**config.mk**
```make
export PLATFORM = sky130hd
export DESIGN_NAME = ps2_tx_sched_flat
export DESIGN_NICKNAME = d
export VERILOG_FILES = /design/src/rtl/ps2_tx_sched_if.sv /design/src/rtl/ps2_tx_sched.sv /design/src/flat_wrapper.sv
export SDC_FILE = /design/constraint.sdc
export NUM_CORES = 1
export LEC_CHECK = 0
export ABC_AREA = 1
export BUFFER_PORTS_ARGS = -buffer_cell sky130_fd_sc_hd__buf_2
export CORE_MARGIN = 4
export CORE_UTILIZATION = 44
export DETAILED_ROUTE_END_ITERATION = 12
export PLACE_DENSITY_LB_ADDON = 0.2
export SLEW_MARGIN = 20
export SYNTH_ARGS = -nofsm -noshare
export SYNTH_HDL_FRONTEND = slang
export SYNTH_SLANG_ARGS = --single-unit
```
**constraint.sdc**
```tcl
create_clock -name clock -period 2.06 [get_ports clock]
set_input_delay 0.206 -clock clock [delete_from_list [all_inputs] [get_ports clock]]
set_output_delay 0.206 -clock clock [all_outputs]
set_load 0.02 [all_outputs]
```
**src/rtl/ps2_tx_sched_if.sv**
```systemverilog
// Request, accept and byte-transmitter handshake bundle for ps2_tx_sched.
// master drives requests and transmitter status; slave is the scheduler.
interface ps2_tx_sched_if;
  logic       resp_valid;
  logic [7:0] resp_byte;
  logic       resp_accept;
  logic       key_valid;
  logic [7:0] key_code;
  logic       key_ext;
  logic       key_break;
  logic       key_accept;
  logic       tx_start;
  logic [7:0] tx_buffer;
  logic       tx_ready;
  logic       tx_finish;
  logic       tx_abort;
  logic       busy;
  logic       drop;

  modport master (
    output resp_valid, resp_byte, key_valid, key_code, key_ext, key_break,
           tx_ready, tx_finish, tx_abort,
    input  resp_accept, key_accept, tx_start, tx_buffer, busy, drop
  );

  modport slave (
    input  resp_valid, resp_byte, key_valid, key_code, key_ext, key_break,
           tx_ready, tx_finish, tx_abort,
    output resp_accept, key_accept, tx_start, tx_buffer, busy, drop
  );
endinterface

```
**src/rtl/ps2_tx_sched.sv**
```systemverilog
// PS/2 output byte scheduler: response > key priority, E0/F0 expansion, retry/drop; tx_start GAP_CYCLES+1 after accept.
// Accepts only in IDLE (no preemption); a byte waits in GAP while tx_ready is low.
module ps2_tx_sched #(
  parameter int GAP_CYCLES = 16,
  parameter int MAX_RETRY  = 3,
  parameter int TIMEOUT    = 4096
) (
  input  logic          clock,
  input  logic          reset_n,
  ps2_tx_sched_if.slave bus
);
  localparam int GAP_W    = $clog2(GAP_CYCLES) + 1;
  localparam int TMO_W    = $clog2(TIMEOUT) + 1;
  localparam int RETRY_W0 = $clog2(MAX_RETRY) + 1;
  localparam int RETRY_W  = (RETRY_W0 < 2) ? 2 : RETRY_W0;

  typedef enum logic [1:0] {IDLE, GAP, SEND, WAIT} state_t;

  state_t              state, state_nxt;
  logic [2:0][7:0]     seq_q, seq_nxt;
  logic [1:0]          len_q, len_nxt;
  logic [1:0]          idx_q, idx_nxt;
  logic [RETRY_W-1:0]  retry_q, retry_nxt;
  logic [GAP_W-1:0]    gap_q, gap_nxt;
  logic [TMO_W-1:0]    tmo_q, tmo_nxt;
  logic [7:0]          buf_q, buf_nxt;
  logic                drop_q, drop_nxt;
  logic                resp_take;
  logic                key_take;

  assign resp_take = reset_n && (state == IDLE) && bus.resp_valid;
  assign key_take  = reset_n && (state == IDLE) && bus.key_valid && !bus.resp_valid;

  assign bus.resp_accept = resp_take;
  assign bus.key_accept  = key_take;
  assign bus.tx_start    = (state == SEND);
  assign bus.tx_buffer   = buf_q;
  assign bus.busy        = (state != IDLE);
  assign bus.drop        = drop_q;

  always_ff @(posedge clock) begin
    if (!reset_n) begin
      state   <= IDLE;
      seq_q   <= '0;
      len_q   <= '0;
      idx_q   <= '0;
      retry_q <= '0;
      gap_q   <= '0;
      tmo_q   <= '0;
      buf_q   <= 8'h00;
      drop_q  <= 1'b0;
    end else begin
      state   <= state_nxt;
      seq_q   <= seq_nxt;
      len_q   <= len_nxt;
      idx_q   <= idx_nxt;
      retry_q <= retry_nxt;
      gap_q   <= gap_nxt;
      tmo_q   <= tmo_nxt;
      buf_q   <= buf_nxt;
      drop_q  <= drop_nxt;
    end
  end

  always_comb begin
    state_nxt = state;
    seq_nxt   = seq_q;
    len_nxt   = len_q;
    idx_nxt   = idx_q;
    retry_nxt = retry_q;
    gap_nxt   = gap_q;
    tmo_nxt   = tmo_q;
    buf_nxt   = buf_q;
    drop_nxt  = 1'b0;
    case (state)
      IDLE: begin
        if (resp_take || key_take) begin
          seq_nxt   = '0;
          idx_nxt   = '0;
          retry_nxt = '0;
          gap_nxt   = GAP_W'(GAP_CYCLES);
          state_nxt = GAP;
          if (resp_take) begin
            seq_nxt[0] = bus.resp_byte;
            len_nxt    = 2'd1;
          end else begin
            // Set-2 order: E0 first, then F0, then the code byte
            case ({bus.key_ext, bus.key_break})
              2'b11: begin
                seq_nxt[0] = 8'hE0;
                seq_nxt[1] = 8'hF0;
                seq_nxt[2] = bus.key_code;
                len_nxt    = 2'd3;
              end
              2'b10: begin
                seq_nxt[0] = 8'hE0;
                seq_nxt[1] = bus.key_code;
                len_nxt    = 2'd2;
              end
              2'b01: begin
                seq_nxt[0] = 8'hF0;
                seq_nxt[1] = bus.key_code;
                len_nxt    = 2'd2;
              end
              default: begin
                seq_nxt[0] = bus.key_code;
                len_nxt    = 2'd1;
              end
            endcase
          end
        end
      end
      GAP: begin
        if (gap_q != '0) begin
          gap_nxt = gap_q - GAP_W'(1);
        end else if (bus.tx_ready) begin
          buf_nxt   = seq_q[idx_q];
          state_nxt = SEND;
        end
      end
      SEND: begin
        tmo_nxt   = TMO_W'(TIMEOUT);
        state_nxt = WAIT;
      end
      WAIT: begin
        // abort outranks a simultaneous finish; timeout behaves as an abort
        if (bus.tx_abort || (tmo_q == '0)) begin
          if (retry_q == RETRY_W'(MAX_RETRY)) begin
            drop_nxt  = 1'b1;
            state_nxt = IDLE;
          end else begin
            retry_nxt = retry_q + RETRY_W'(1);
            gap_nxt   = GAP_W'(GAP_CYCLES);
            state_nxt = GAP;
          end
        end else if (bus.tx_finish) begin
          if (idx_q == (len_q - 2'd1)) begin
            state_nxt = IDLE;
          end else begin
            idx_nxt   = idx_q + 2'd1;
            retry_nxt = '0;
            gap_nxt   = GAP_W'(GAP_CYCLES);
            state_nxt = GAP;
          end
        end else begin
          tmo_nxt = tmo_q - TMO_W'(1);
        end
      end
      default: state_nxt = IDLE;
    endcase
  end
endmodule

```
**src/flat_wrapper.sv**
```systemverilog
// flat-port wrapper written by rule: the top's interface ports become plain ports
module ps2_tx_sched_flat 
#(
  parameter int GAP_CYCLES = 16,
  parameter int MAX_RETRY  = 3,
  parameter int TIMEOUT    = 4096
)
  (clock, reset_n, bus_resp_valid, bus_resp_byte, bus_key_valid, bus_key_code, bus_key_ext, bus_key_break, bus_tx_ready, bus_tx_finish, bus_tx_abort, bus_resp_accept, bus_key_accept, bus_tx_start, bus_tx_buffer, bus_busy, bus_drop);
  ps2_tx_sched_if bus_i ();
  input  logic clock;
  input  logic reset_n;
  input wire logic [$bits(bus_i.resp_valid)-1:0] bus_resp_valid;
  input wire logic [$bits(bus_i.resp_byte)-1:0] bus_resp_byte;
  input wire logic [$bits(bus_i.key_valid)-1:0] bus_key_valid;
  input wire logic [$bits(bus_i.key_code)-1:0] bus_key_code;
  input wire logic [$bits(bus_i.key_ext)-1:0] bus_key_ext;
  input wire logic [$bits(bus_i.key_break)-1:0] bus_key_break;
  input wire logic [$bits(bus_i.tx_ready)-1:0] bus_tx_ready;
  input wire logic [$bits(bus_i.tx_finish)-1:0] bus_tx_finish;
  input wire logic [$bits(bus_i.tx_abort)-1:0] bus_tx_abort;
  output wire logic [$bits(bus_i.resp_accept)-1:0] bus_resp_accept;
  output wire logic [$bits(bus_i.key_accept)-1:0] bus_key_accept;
  output wire logic [$bits(bus_i.tx_start)-1:0] bus_tx_start;
  output wire logic [$bits(bus_i.tx_buffer)-1:0] bus_tx_buffer;
  output wire logic [$bits(bus_i.busy)-1:0] bus_busy;
  output wire logic [$bits(bus_i.drop)-1:0] bus_drop;
  assign bus_i.resp_valid = bus_resp_valid;
  assign bus_i.resp_byte = bus_resp_byte;
  assign bus_i.key_valid = bus_key_valid;
  assign bus_i.key_code = bus_key_code;
  assign bus_i.key_ext = bus_key_ext;
  assign bus_i.key_break = bus_key_break;
  assign bus_i.tx_ready = bus_tx_ready;
  assign bus_i.tx_finish = bus_tx_finish;
  assign bus_i.tx_abort = bus_tx_abort;
  assign bus_resp_accept = bus_i.resp_accept;
  assign bus_key_accept = bus_i.key_accept;
  assign bus_tx_start = bus_i.tx_start;
  assign bus_tx_buffer = bus_i.tx_buffer;
  assign bus_busy = bus_i.busy;
  assign bus_drop = bus_i.drop;
  ps2_tx_sched #(.GAP_CYCLES(GAP_CYCLES), .MAX_RETRY(MAX_RETRY), .TIMEOUT(TIMEOUT)) u_core (.clock(clock), .reset_n(reset_n), .bus(bus_i));
endmodule
```
==> out/results.tsv <==
metric	value	unit
io pins	38	
delay of the slowest cell on the worst path	0.40	ns
layout cells sized above 1	18.3	%
status	finished, final reports clean	
H-tree lvl count	3	
PortBufs	37	
vias per cell	5.08	
antenna-violating nets left	0	
largest net degree at the start of global routing	36	
height of the die	93.6	um
register bit total from synthesis	60	
asr flop ratio synth	0	%
Clock Skews	0.0111	ns
CTS sink count	60	
drc violations	0	
global-route wire length before repair	13000	um
register area share after synthesis	37.3	%
Final setup viols	0	
slowest cell on the critical path	dfxtp_1	
Data arrival, critical path	2.19	ns
EDFF count, synth	0	
synth warn	0	
Setup Crit Path Kind	reg2reg	
die width	93.6	um
Leak Pwr	1.65	nW
PwrDens	1490	mW/mm^2
Clock Root Buffer	clkbuf_8	
CP Max Fanout	29	
NumNets Final	534	
Clock Latency Late Sink	0.35	ns
Max Cap Viol	0	
min cycle time layout	1.97	ns
row count	30	
worst-case vdd ir drop	0.570	mV
Reg clk slew, reported paths	0.07	ns
mapped cell area	0.00322	sq mm
final max-slew violation count	0	
initial antenna violation count	0	
First-pass DRT Iterations	4	
die area	0.00876	sq mm
critical path endpoint category	flop	
Core ar.	0.00694	sq mm
total CTS buffers	9	
synthesis-to-finish area growth	15.6	%
vias in the first global route	2838	
Final period util	95.6	%
CTS Buffer Depth	2	
TritonCTS clock tree	done	
placed cell count	581	
maximum clock rate	508	MHz
Rel. slew slack	53.4	%
Req. time, crit path	2.28	ns
CP Cell Sequence	inv_1, ha_1, nand2_2, nor2_8, nor2_4, clkinvlp_4, o21ai_0, a21oi_1	
final hold vios	0	
post-DP HPWL	5580	um
WL per Instance	13.0	um
Fillers	692	
Vias	3037	
Mapped Cells	457	
DRT iter0 DRCs	124	
final WL	7750	um
Mapped Nets	494	
Hold Slack	0.115	ns
critical path launch point type	flop	
grt ovf	0	
ys flop type	dfxtp_1	
Hold WC Path Type	in2reg	
pre-CTS worst setup slack	0.112	ns
final cell count without fillers	598	
commonest non-fill, non-tap cells in the layout	nand2_1, nor2_1, dfxtp_1, o21ai_0	
commonest non-fill, non-tap cell in the layout	nand2_1	
ant diodes	0	
initial cell density of the core	46.4	%
RSZ-0062 raised after global routing	true	
syn_area_per_cell	7.06	sq um
gr usage total	18.9	%
min setup slack post-route	0.0907	ns
GP Congestion	0.857	
Distinct cells, synth	33	
FF/Latch Area	0.00120	sq mm
worst-margin pin slew	0.698	ns
Post-CTS Hold Buffers	0	
area occupied by multi-input gates	0.00178	sq mm
[routing by layer]
layer  vias to the layer above  part of all wire [%]  track usage [%]
li1                       1585                     -                -
met1                      1373                    47             23.9
met2                        68                    46             30.4
met3                        11                   4.8             5.47
met4                         0                   1.7             7.34
met5                         -                     0                0
[final cells by class]
class / instances / share of cell area, %
Clock buffer: 12 / 4.16
Clock inverter: 4 / 1.28
Inverter: 42 / 4.33
Multi-Input combinational cell: 337 / 47.8
Sequential cell: 60 / 32.2
Tap cell: 96 / 3.22
Timing Repair Buffer: 47 / 6.98
[critical path: cells and delay by family, from the launching register on]
family	cells	cell delay, ns
and+or+nand+nor	3	0.33
DFF	1	0.40
AOI/OAI and AO/OA	2	0.41
buffers and inverters	2	0.46
adders and majority gates	1	0.24
[final timing paths]
kind | start | end | depth (start not counted) | slack (ns)
max | u_core.state[0] | u_core.seq_q[16] | 8 | 0.09
min | bus_resp_byte[2] | u_core.seq_q[2] | 3 | 0.11
max reg2reg | u_core.state[0] | u_core.seq_q[16] | 8 | 0.09
min reg2reg | u_core.seq_q[10] | u_core.seq_q[10] | 2 | 0.47
[cell usage after synthesis (2+ instances only)]
master	n	area (sq um)
a31oi_1	11	68.8
nand2_4	4	45.0
a21oi_1	29	145
nand2_1	86	323
buf_2	9	45.0
dfxtp_1	60	1200
nor2_2	4	25.0
nand3_1	30	150
inv_1	38	143
nor3_1	8	40.0
ha_1	12	150
nor2_8	2	40.0
xnor2_1	4	35.0
inv_2	4	15.0
nor2_1	70	263
clkbuf_1	7	26.3
a311oi_1	8	70.1
or2_2	2	12.5
nand2_2	5	31.3
o21ai_0	45	225
nor2_4	2	22.5
xor2_1	3	26.3
nand3b_1	4	30.0
[kinds of logic after synthesis]
group                    share of synthesized area [%]
buffers and inverters                             7.68
AND/OR/NAND/NOR                                   32.0
XOR/XNOR                                          1.90
AO/OA/AOI/OAI                                     16.5
adder cells (fa/ha/maj)                           4.66
flip-flops                                        37.3
[power by group]
| part | switching (mW) | leakage (nW) | internal [mW] |
|---|---|---|---|
| sequential | 0.206 | 0.490 | 1.42 |
| combinational | 1.81 | 1.06 | 1.01 |
| clock | 0.473 | 0.102 | 0.621 |
| total | 2.49 | 1.65 | 3.05 |
[repair_timing]
item                       4_1_cts  5_1_grt
buffers inserted                 0        1
setup endpoints to repair        0       21
gates resized for setup          0        4
[registers in the layout (all words and copies together), names as in the netlist]
| register | cells |
|---|---|
| u_core.bus.drop | 1 |
| u_core.state | 2 |
| u_core.gap_q | 5 |
| u_core.seq_q | 24 |
| u_core.len_q | 2 |
| u_core.idx_q | 2 |
| u_core.retry_q | 3 |
| u_core.tmo_q | 13 |
| u_core.bus.tx_buffer | 8 |
[stage by stage]
stage,area (sq um),setup TNS [ns],power (mW),util [%]
finish,3730,0,5.54,53.7
global placement,3510,0,4.37,50.5
detailed placement,3510,0,4.41,50.5
global route,3730,-0.192,6.03,53.7
CTS,3710,0,5.53,53.4
floorplan,3220,0,3.84,-
(Power assumes the default switching activity.)
